$ cat config.mk
export PLATFORM = sky130hd
export DESIGN_NAME = mem_req_queue
export DESIGN_NICKNAME = d
export VERILOG_FILES = /design/src/rtl/mem_req_queue.sv
export SDC_FILE = /design/constraint.sdc
export NUM_CORES = 1
export LEC_CHECK = 0
export CORE_MARGIN = 4
export CORE_UTILIZATION = 30
export CTS_CLUSTER_DIAMETER = 30
export DETAILED_ROUTE_END_ITERATION = 12
export SLEW_MARGIN = 20
export SYNTH_ARGS = -nofsm -noshare
export SYNTH_HDL_FRONTEND = slang
export SYNTH_SLANG_ARGS = --single-unit
$ cat constraint.sdc
create_clock -name clk -period 2.9 [get_ports clk]
set_input_delay 0.87 -clock clk [delete_from_list [all_inputs] [get_ports clk]]
set_output_delay 0.87 -clock clk [all_outputs]
set_load 0.02 [all_outputs]
$ cat src/rtl/mem_req_queue.sv
// In-order load/store request queue feeding a memory unit with one operation in flight.
// Optional store-to-load forwarding of the last issued store is enabled by defining STORE_FWD_EN.
module mem_req_queue #(
  parameter int unsigned DEPTH  = 4,
  parameter int unsigned LD_LAT = 1
) (
  input  logic        clk,
  input  logic        rst_n,
  input  logic        in_valid,
  output logic        in_ready,
  input  logic        in_isld,
  input  logic        in_isst,
  input  logic [15:0] in_instr,
  input  logic [15:0] in_addr,
  input  logic [15:0] in_data,
  output logic        mem_isld,
  output logic        mem_isst,
  output logic [15:0] mem_instr,
  output logic [15:0] mem_addr,
  output logic [15:0] mem_op2,
  input  logic [15:0] mem_ldresult,
  output logic        wb_valid,
  input  logic        wb_ready,
  output logic [18:0] wb_rdval,
  output logic [3:0]  count
);

  localparam int unsigned PTR_W = (DEPTH > 1) ? $clog2(DEPTH) : 1;
  localparam int unsigned CNT_W = 4;
  localparam int unsigned LAT_W = 3;
  localparam int unsigned DW    = 16;
  localparam int unsigned RD_W  = 3;
  localparam int unsigned WB_W  = DW + RD_W;
  localparam int unsigned FA_W  = 5;

  typedef struct packed {
    logic          isld;
    logic [DW-1:0] instr;
    logic [DW-1:0] addr;
    logic [DW-1:0] data;
  } entry_t;

  typedef enum logic [1:0] {
    S_IDLE  = 2'd0,
    S_ISSUE = 2'd1,
    S_WAIT  = 2'd2,
    S_WB    = 2'd3
  } state_e;

  state_e             state_q, state_d;
  entry_t             fifo_q [DEPTH];
  entry_t             head_c;
  entry_t             in_entry_c;
  logic [PTR_W-1:0]   head_q, head_d, tail_q, tail_d;
  logic [CNT_W-1:0]   count_q, count_d;
  logic [LAT_W-1:0]   lat_q, lat_d;
  logic               push_c, pop_c, lat_done_c, fwd_hit_c;
  logic [DW-1:0]      fwd_data_c, ld_data_c;

  logic               in_ready_q, in_ready_d;
  logic               mem_isld_q, mem_isld_d;
  logic               mem_isst_q, mem_isst_d;
  logic [DW-1:0]      mem_instr_q, mem_instr_d;
  logic [DW-1:0]      mem_addr_q, mem_addr_d;
  logic [DW-1:0]      mem_op2_q, mem_op2_d;
  logic               wb_valid_q, wb_valid_d;
  logic [WB_W-1:0]    wb_rdval_q, wb_rdval_d;
  logic               issue_n;

  // A request flagged as both load and store is treated as a load.
  assign in_entry_c = '{isld: in_isld, instr: in_instr, addr: in_addr, data: in_data};
  assign head_c     = fifo_q[head_q];
  assign push_c     = in_valid && in_ready_q && (in_isld || in_isst);
  assign lat_done_c = (state_q == S_WAIT) && (lat_q <= LAT_W'(1));
  assign pop_c      = ((state_q == S_ISSUE) && (!head_c.isld || fwd_hit_c)) || lat_done_c;
  assign ld_data_c  = (state_q == S_ISSUE) ? fwd_data_c : mem_ldresult;

  always_ff @(posedge clk) begin
    if (push_c) begin
      fifo_q[tail_q] <= in_entry_c;
    end
  end

  // Pointers wrap naturally because DEPTH is a power of two.
  always_comb begin
    head_d  = head_q;
    tail_d  = tail_q;
    count_d = count_q;
    if (push_c) begin
      tail_d = tail_q + PTR_W'(1);
    end
    if (pop_c) begin
      head_d = head_q + PTR_W'(1);
    end
    if (push_c && !pop_c) begin
      count_d = count_q + CNT_W'(1);
    end else if (!push_c && pop_c) begin
      count_d = count_q - CNT_W'(1);
    end
  end

  always_ff @(posedge clk or negedge rst_n) begin
    if (!rst_n) begin
      head_q  <= '0;
      tail_q  <= '0;
      count_q <= '0;
      lat_q   <= '0;
    end else begin
      head_q  <= head_d;
      tail_q  <= tail_d;
      count_q <= count_d;
      lat_q   <= lat_d;
    end
  end

`ifdef STORE_FWD_EN
  logic            fwd_valid_q;
  logic [FA_W-1:0] fwd_addr_q;
  logic [DW-1:0]   fwd_data_q;

  // Remember the most recently issued store for forwarding to later loads.
  always_ff @(posedge clk or negedge rst_n) begin
    if (!rst_n) begin
      fwd_valid_q <= 1'b0;
      fwd_addr_q  <= '0;
      fwd_data_q  <= '0;
    end else if ((state_q == S_ISSUE) && !head_c.isld) begin
      fwd_valid_q <= 1'b1;
      fwd_addr_q  <= head_c.addr[FA_W-1:0];
      fwd_data_q  <= head_c.data;
    end
  end

  assign fwd_hit_c  = fwd_valid_q && head_c.isld && (head_c.addr[FA_W-1:0] == fwd_addr_q);
  assign fwd_data_c = fwd_data_q;
`else
  assign fwd_hit_c  = 1'b0;
  assign fwd_data_c = '0;
`endif

  always_ff @(posedge clk or negedge rst_n) begin
    if (!rst_n) begin
      state_q <= S_IDLE;
    end else begin
      state_q <= state_d;
    end
  end

  always_comb begin
    state_d = state_q;
    case (state_q)
      S_IDLE: begin
        if (count_q != '0) begin
          state_d = S_ISSUE;
        end
      end
      S_ISSUE: begin
        if (!head_c.isld) begin
          state_d = S_IDLE;
        end else if (fwd_hit_c) begin
          state_d = S_WB;
        end else begin
          state_d = S_WAIT;
        end
      end
      S_WAIT: begin
        if (lat_done_c) begin
          state_d = S_WB;
        end
      end
      S_WB: begin
        if (wb_ready) begin
          state_d = S_IDLE;
        end
      end
      default: state_d = S_IDLE;
    endcase
  end

  // Outputs are registered from the next state so they line up with state_q.
  always_comb begin
    issue_n     = (state_d == S_ISSUE);
    mem_isld_d  = issue_n && head_c.isld && !fwd_hit_c;
    mem_isst_d  = issue_n && !head_c.isld;
    mem_instr_d = issue_n ? head_c.instr : '0;
    mem_addr_d  = issue_n ? head_c.addr  : '0;
    mem_op2_d   = issue_n ? head_c.data  : '0;
    wb_valid_d  = (state_d == S_WB);
    in_ready_d  = (count_d < CNT_W'(DEPTH));
    lat_d       = lat_q;
    wb_rdval_d  = '0;
    if ((state_q == S_ISSUE) && (state_d == S_WAIT)) begin
      lat_d = LAT_W'(LD_LAT);
    end else if (state_q == S_WAIT) begin
      lat_d = lat_q - LAT_W'(1);
    end
    if (state_d == S_WB) begin
      wb_rdval_d = (state_q == S_WB) ? wb_rdval_q : {ld_data_c, head_c.instr[10:8]};
    end
  end

  always_ff @(posedge clk or negedge rst_n) begin
    if (!rst_n) begin
      in_ready_q  <= 1'b1;
      mem_isld_q  <= 1'b0;
      mem_isst_q  <= 1'b0;
      mem_instr_q <= '0;
      mem_addr_q  <= '0;
      mem_op2_q   <= '0;
      wb_valid_q  <= 1'b0;
      wb_rdval_q  <= '0;
    end else begin
      in_ready_q  <= in_ready_d;
      mem_isld_q  <= mem_isld_d;
      mem_isst_q  <= mem_isst_d;
      mem_instr_q <= mem_instr_d;
      mem_addr_q  <= mem_addr_d;
      mem_op2_q   <= mem_op2_d;
      wb_valid_q  <= wb_valid_d;
      wb_rdval_q  <= wb_rdval_d;
    end
  end

  assign in_ready  = in_ready_q;
  assign mem_isld  = mem_isld_q;
  assign mem_isst  = mem_isst_q;
  assign mem_instr = mem_instr_q;
  assign mem_addr  = mem_addr_q;
  assign mem_op2   = mem_op2_q;
  assign wb_valid  = wb_valid_q;
  assign wb_rdval  = wb_rdval_q;
  assign count     = count_q;

endmodule

Yosys cells after proc, flatten, opt, wreduce, memory -nomap -nowiden. Memories as Yosys holds them, arrays and structs flattened. Cells that the tools add are included.

Word-level logic and storage cells: 62. Output and inout bits: 75. Bits of input ports: 70. Register bits: 84. Bits in writable memories: 196. Memories: 1.

Memory list: fifo_q (words 4, bits a word 49, rd ports 1, clocked after memory_dff 0, wr ports 1, line 51) `entry_t fifo_q [DEPTH];`.

Order comparisons: 2. Reductions and logical operators: 17. Multiplexer cells: 17. Equal/unequal tests: 7. Add/subtract/negate cells: 5.

Operator list (number): 16-bit two-way mux (4); 19-bit two-way mux (2); 1-bit logical AND (9); 2-bit == test, second input constant (4); 2-bit two-way mux (4); 4-bit two-way mux (2); 2-bit case mux with 4 select lines (1); 3-bit two-way mux (2); 2-bit by 1-bit adder with 2-bit output, second input constant (2); 4-bit by 1-bit adder with 4-bit output, second input constant (1); 2-bit by 1-bit == test with 1-bit output, second input constant (2); 4-bit by 3-bit less-than comparator with 1-bit output, second input constant (1); 4-bit nonzero test (1); 4-bit by 1-bit subtractor with 4-bit output, second input constant (1); 3-bit by 1-bit less-or-equal comparator with 1-bit output, second input constant (1); 1-bit logical NOT (3); 3-bit by 1-bit subtractor with 3-bit output, second input constant (1); 2-bit logical NOT (1); 1-bit logical OR (2); 1-bit two-way mux (2); 2-bit inequality test, second input constant (1); 2-bit nonzero test (1).

Longest topological paths before layout. An unclocked memory read counts as a cell.

Depth after elaboration: 8. Gate-level depth with buffers: 10. Gate-level depth less buffers: 9.

Worst setup path before layout. Ideal clock, no wire load.

Path kind: in2reg. Start: in in_isst. End: mem fifo_q[2][0] (netlist bit), enable pin. Library setup time: 0.412 ns. Stages: 3. Slack: 0.027 ns. Path buffers: 1. Data required time: 2.488 ns. Arrival time: 2.461 ns. Cell sequence: o211a_1 clkbuf_1 and2_1.

Cells in the longest elaborated chain, start to end: 4.

Ends and longest elaborated chain: from (decl) (line 12) `input logic in_isst,`; 1-bit logical OR (line 73) `assign push_c = in_valid && in_ready_q && (in_isld || in_isst);`; 1-bit logical AND (line 73); net push_c (line 57) `logic push_c, pop_c, lat_done_c, fwd_hit_c;`; 1-bit two-way mux (line 79) `if (push_c) begin`; 1-bit two-way mux (not written as such) (line 80) `fifo_q[tail_q] <= in_entry_c;`; to (decl) (line 51).

The timed path passes the listed nets, and every way through them passes these cells.

Worst setup path after layout.
Start: reg count_q[0] (netlist: count[0]). End: out count[0].

RTL lines: from (decl) (line 55) `logic [CNT_W-1:0] count_q, count_d;`; from (signal assigned) (line 111) `count_q <= count_d;`; to (decl) (line 25) `output logic [3:0] count`.

No word-level cell between the ends.

==> results by group <==
Detailed routing
  – Via density per instance: roughly 4.4
  – Remaining routing DRC violations: 0
  – Iter 0 DRT Violations: about 250
  – Detail Route Antenna Nets: 0
  – Routed length per instance: 17.7 um
  – Wire length after detailed routing: 21100 um
  – Number of optimization iterations in the first detailed-route pass: 4
  – Overall via count from detail_route: 5251

Place
  – Setup WS pre-CTS: 154 ps
  – Gpl congestion: 0.731
  – Number of port buffers: 144
  – Instance count after placement with tap cells included: 1087
  – Detailed-placement wirelength estimate: 12900 um

Synthesis
  – Register bit total from synthesis: 280
  – Net Count, Synth: 581
  – Post-synthesis cell count: 500
  – Post-synth top flop: edfxtp_1
  – Number of warnings printed during yosys synthesis: 0
  – Average cell area after synthesis: about 21 um^2
  – Number of synthesized flops with an enable pin: 196
  – Async set-or-reset flop fraction in the synthesized netlist: 30.0%
  – Netlist area before placement: 10300 um^2
  – Fraction of the yosys area taken by sequential cells: 77.6%
  – Count of unique library cells instantiated by Yosys: 41

Clock network
  – CTS Buf Count: 56
  – Clk_lat worst skew: 550 ps
  – Total number of clock tree sinks: 280
  – Setup repair bufs after CTS: 0
  – Maximum count of clock buffers along a single path: 3
  – TritonCTS clock tree: yes
  – H-tree depth reported by CTS: 2
  – Clk Tree Root Cell: clkbuf_16
  – Total of cells resized after clock tree synthesis: 0
  – Register clock-pin slew on the reported worst setup and hold paths: roughly 50 ps
  – Cts-stage hold buffer count: 0

Finish
  – Synthesis-to-finish area growth: 40.7%
  – Count of non-filler cells in the finished layout: 1191
  – Most frequent standard cell in the layout excluding fill and tap cells: edfxtp_1
  – Final net count: 778
  – Leading cell types in the layout, fill and taps excluded: edfxtp_1 (196), clkdlybuf4s50_1 (143), dfrtp_1 (81)
  – Post-layout utilization of the core: 43.0%
  – Share of final-layout standard cells stronger than drive strength 1: 24.5%
  – Number of inserted diodes: 0

Hold path
  – Class of the tightest hold or removal check: primary input to async pin

Die
  – Count of standard-cell rows: 67
  – Floorplan die width: 193 um
  – Area of the die: roughly 37000 um^2
  – Core region area: 33700 um^2
  – Top-Level Pins: around 150
  – Chip Height: roughly 190 um
  – Initial standard-cell utilization of the core: 30.6%

Setup path
  – List of cells traversed by the critical path: clkdlybuf4s50_1
  – Required @ worst endpoint: 2030 ps
  – Master of the slowest instance on the critical path: clkdlybuf4s50_1
  – CP Data Arrival Time: 1680 ps
  – Kind of capture point of the worst setup path: output port
  – WP buf/inv: 1
  – Largest stage delay on the critical path: approximately 700 ps
  – Startpoint types: flip-flop
  – Path type of the worst setup path: flip-flop to output port
  – Highest net fanout along the worst path: 7
  – Family with the most delay on the worst path: buffers and inverters

Global route
  – Leftover overflow at the end of global routing: 0
  – Via count of the first global-routing pass: 5827
  – Maximum number of pins on one net before global-route repair: 53
  – Global-route wire length before repair: 34000 um
  – Initial antenna violation count: 0
  – GRT Overall Usage: 11.4%

STA
  – Total negative slack: 0 ps
  – Worst-case headroom to the max-slew limit: 46.0%
  – RSZ-0062 raised after global routing: false
  – Final critical path time including I/O delays and setup: between 2000 and 3000 ps
  – Worst Max-Slew Pin Slew: between 800 and 900 ps
  – Top achievable clock speed: 393 MHz
  – Count of endpoints failing setup in the final report: 0
  – Final worst clock skew: between 15 and 20 ps
  – Max-slew violation count: 0
  – Final period util: between 80 and 90%
  – Setup WS post-layout: 353 ps
  – Total count of hold-check failures in the final report: 0

Status
  – Status: finished, final reports clean

Pwr
  – Ratio of total power to cell area: 1090 nW/um^2
  – Cell leakage power: 5.35 nW
  – Worst VDD drop: 0.490 mV

Job
  – Maximum capacitance violations: 0
==> cell families after synthesis <==
family / count (synthesis) / synth area share, %
flops: 280 / 77.6
simple gates: 86 / 5.19
xor+xnor: 2 / 0.170
mux: 50 / 10.8
buf+inv: 32 / 1.81
compound gates: 39 / 3.09
fa+ha+maj: 11 / 1.34
==> per-stage QoR <==
stage | instance area [um^2] | power [mW] | hold slack (ps)
finish | 14500 | 15.7 | 302
global route | 14500 | 16.5 | 332
CTS | 14500 | 16.0 | 310
detailed placement | 12400 | 9.05 | 482
global placement | 12400 | 9.05 | 483
floorplan | 10300 | 7.54 | 508
==> worst paths after layout <==
path                       cells after the start                       to  slack (ps)                    start
max                                            1                 count[0]         350     count[0]$_DFFE_PN0P_
min                                            1  wb_rdval[7]$_DFFE_PN0P_         300                    rst_n
min in group clk                               1  wb_rdval[3]$_DFFE_PN0P_         500  wb_rdval[3]$_DFFE_PN0P_
max in group asynchronous                      2    head_q[0]$_DFFE_PN0N_        1900                    rst_n
min reg2reg                                    1  wb_rdval[3]$_DFFE_PN0P_         500  wb_rdval[3]$_DFFE_PN0P_
max reg2reg                                    7       count[3]$_DFF_PN0_         560    head_q[0]$_DFFE_PN0N_
==> final cells by class <==
| cell class | instances | area (um^2) |
|---|---|---|
| multi-input cells | 188 | 2140 |
| clock inverters | 46 | 638 |
| fillers | 2971 | 19200 |
| clock buffers | 58 | 1420 |
| inverters | 9 | 33.8 |
| repair buffers | 162 | 1700 |
| well taps | 448 | 561 |
| flip-flops and latches | 280 | 7990 |
==> where the power goes <==
group,internal [mW],switching (mW),leakage [nW]
Sequential,4.91,0.274,2.87
Clock,4.74,2.11,0.992
Combinational,1.85,1.85,1.48
==> cell usage after synthesis (4+ instances only) <==
cell / number / area share, %
edfxtp_1: 196 / 57
dfrtp_1: 83 / 20
and2_1: 56 / 3.4
mux4_2: 49 / 11
a22o_1: 19 / 1.6
ha_1: 11 / 1.3
buf_2: 10 / 0.49
inv_1: 9 / 0.33
clkbuf_1: 7 / 0.26
buf_6: 5 / 0.55
nand2b_1: 5 / 0.30
nor2_1: 5 / 0.18
nand2_1: 4 / 0.15
==> flip-flops by register name, indices dropped and copies added (netlist names) <==
register,flops
mem_isst,1
state_q,2
head_q,2
in_ready,1
wb_valid,1
lat_q,3
wb_rdval,19
tail_q,2
mem_instr,16
mem_addr,16
mem_isld,1
count,4
mem_op2,16
fifo_q,196
==> layer usage <==
metal  up-vias  GRT usage (%)  part of all wire [%]
met3        34           3.60                   6.3
met2       163           18.7                    48
li1       2368              -                     -
met4         0           3.17                   1.8
met5         -              0                     0
met1      2686           14.6                    44
Power figures use the tool's default switching activity.
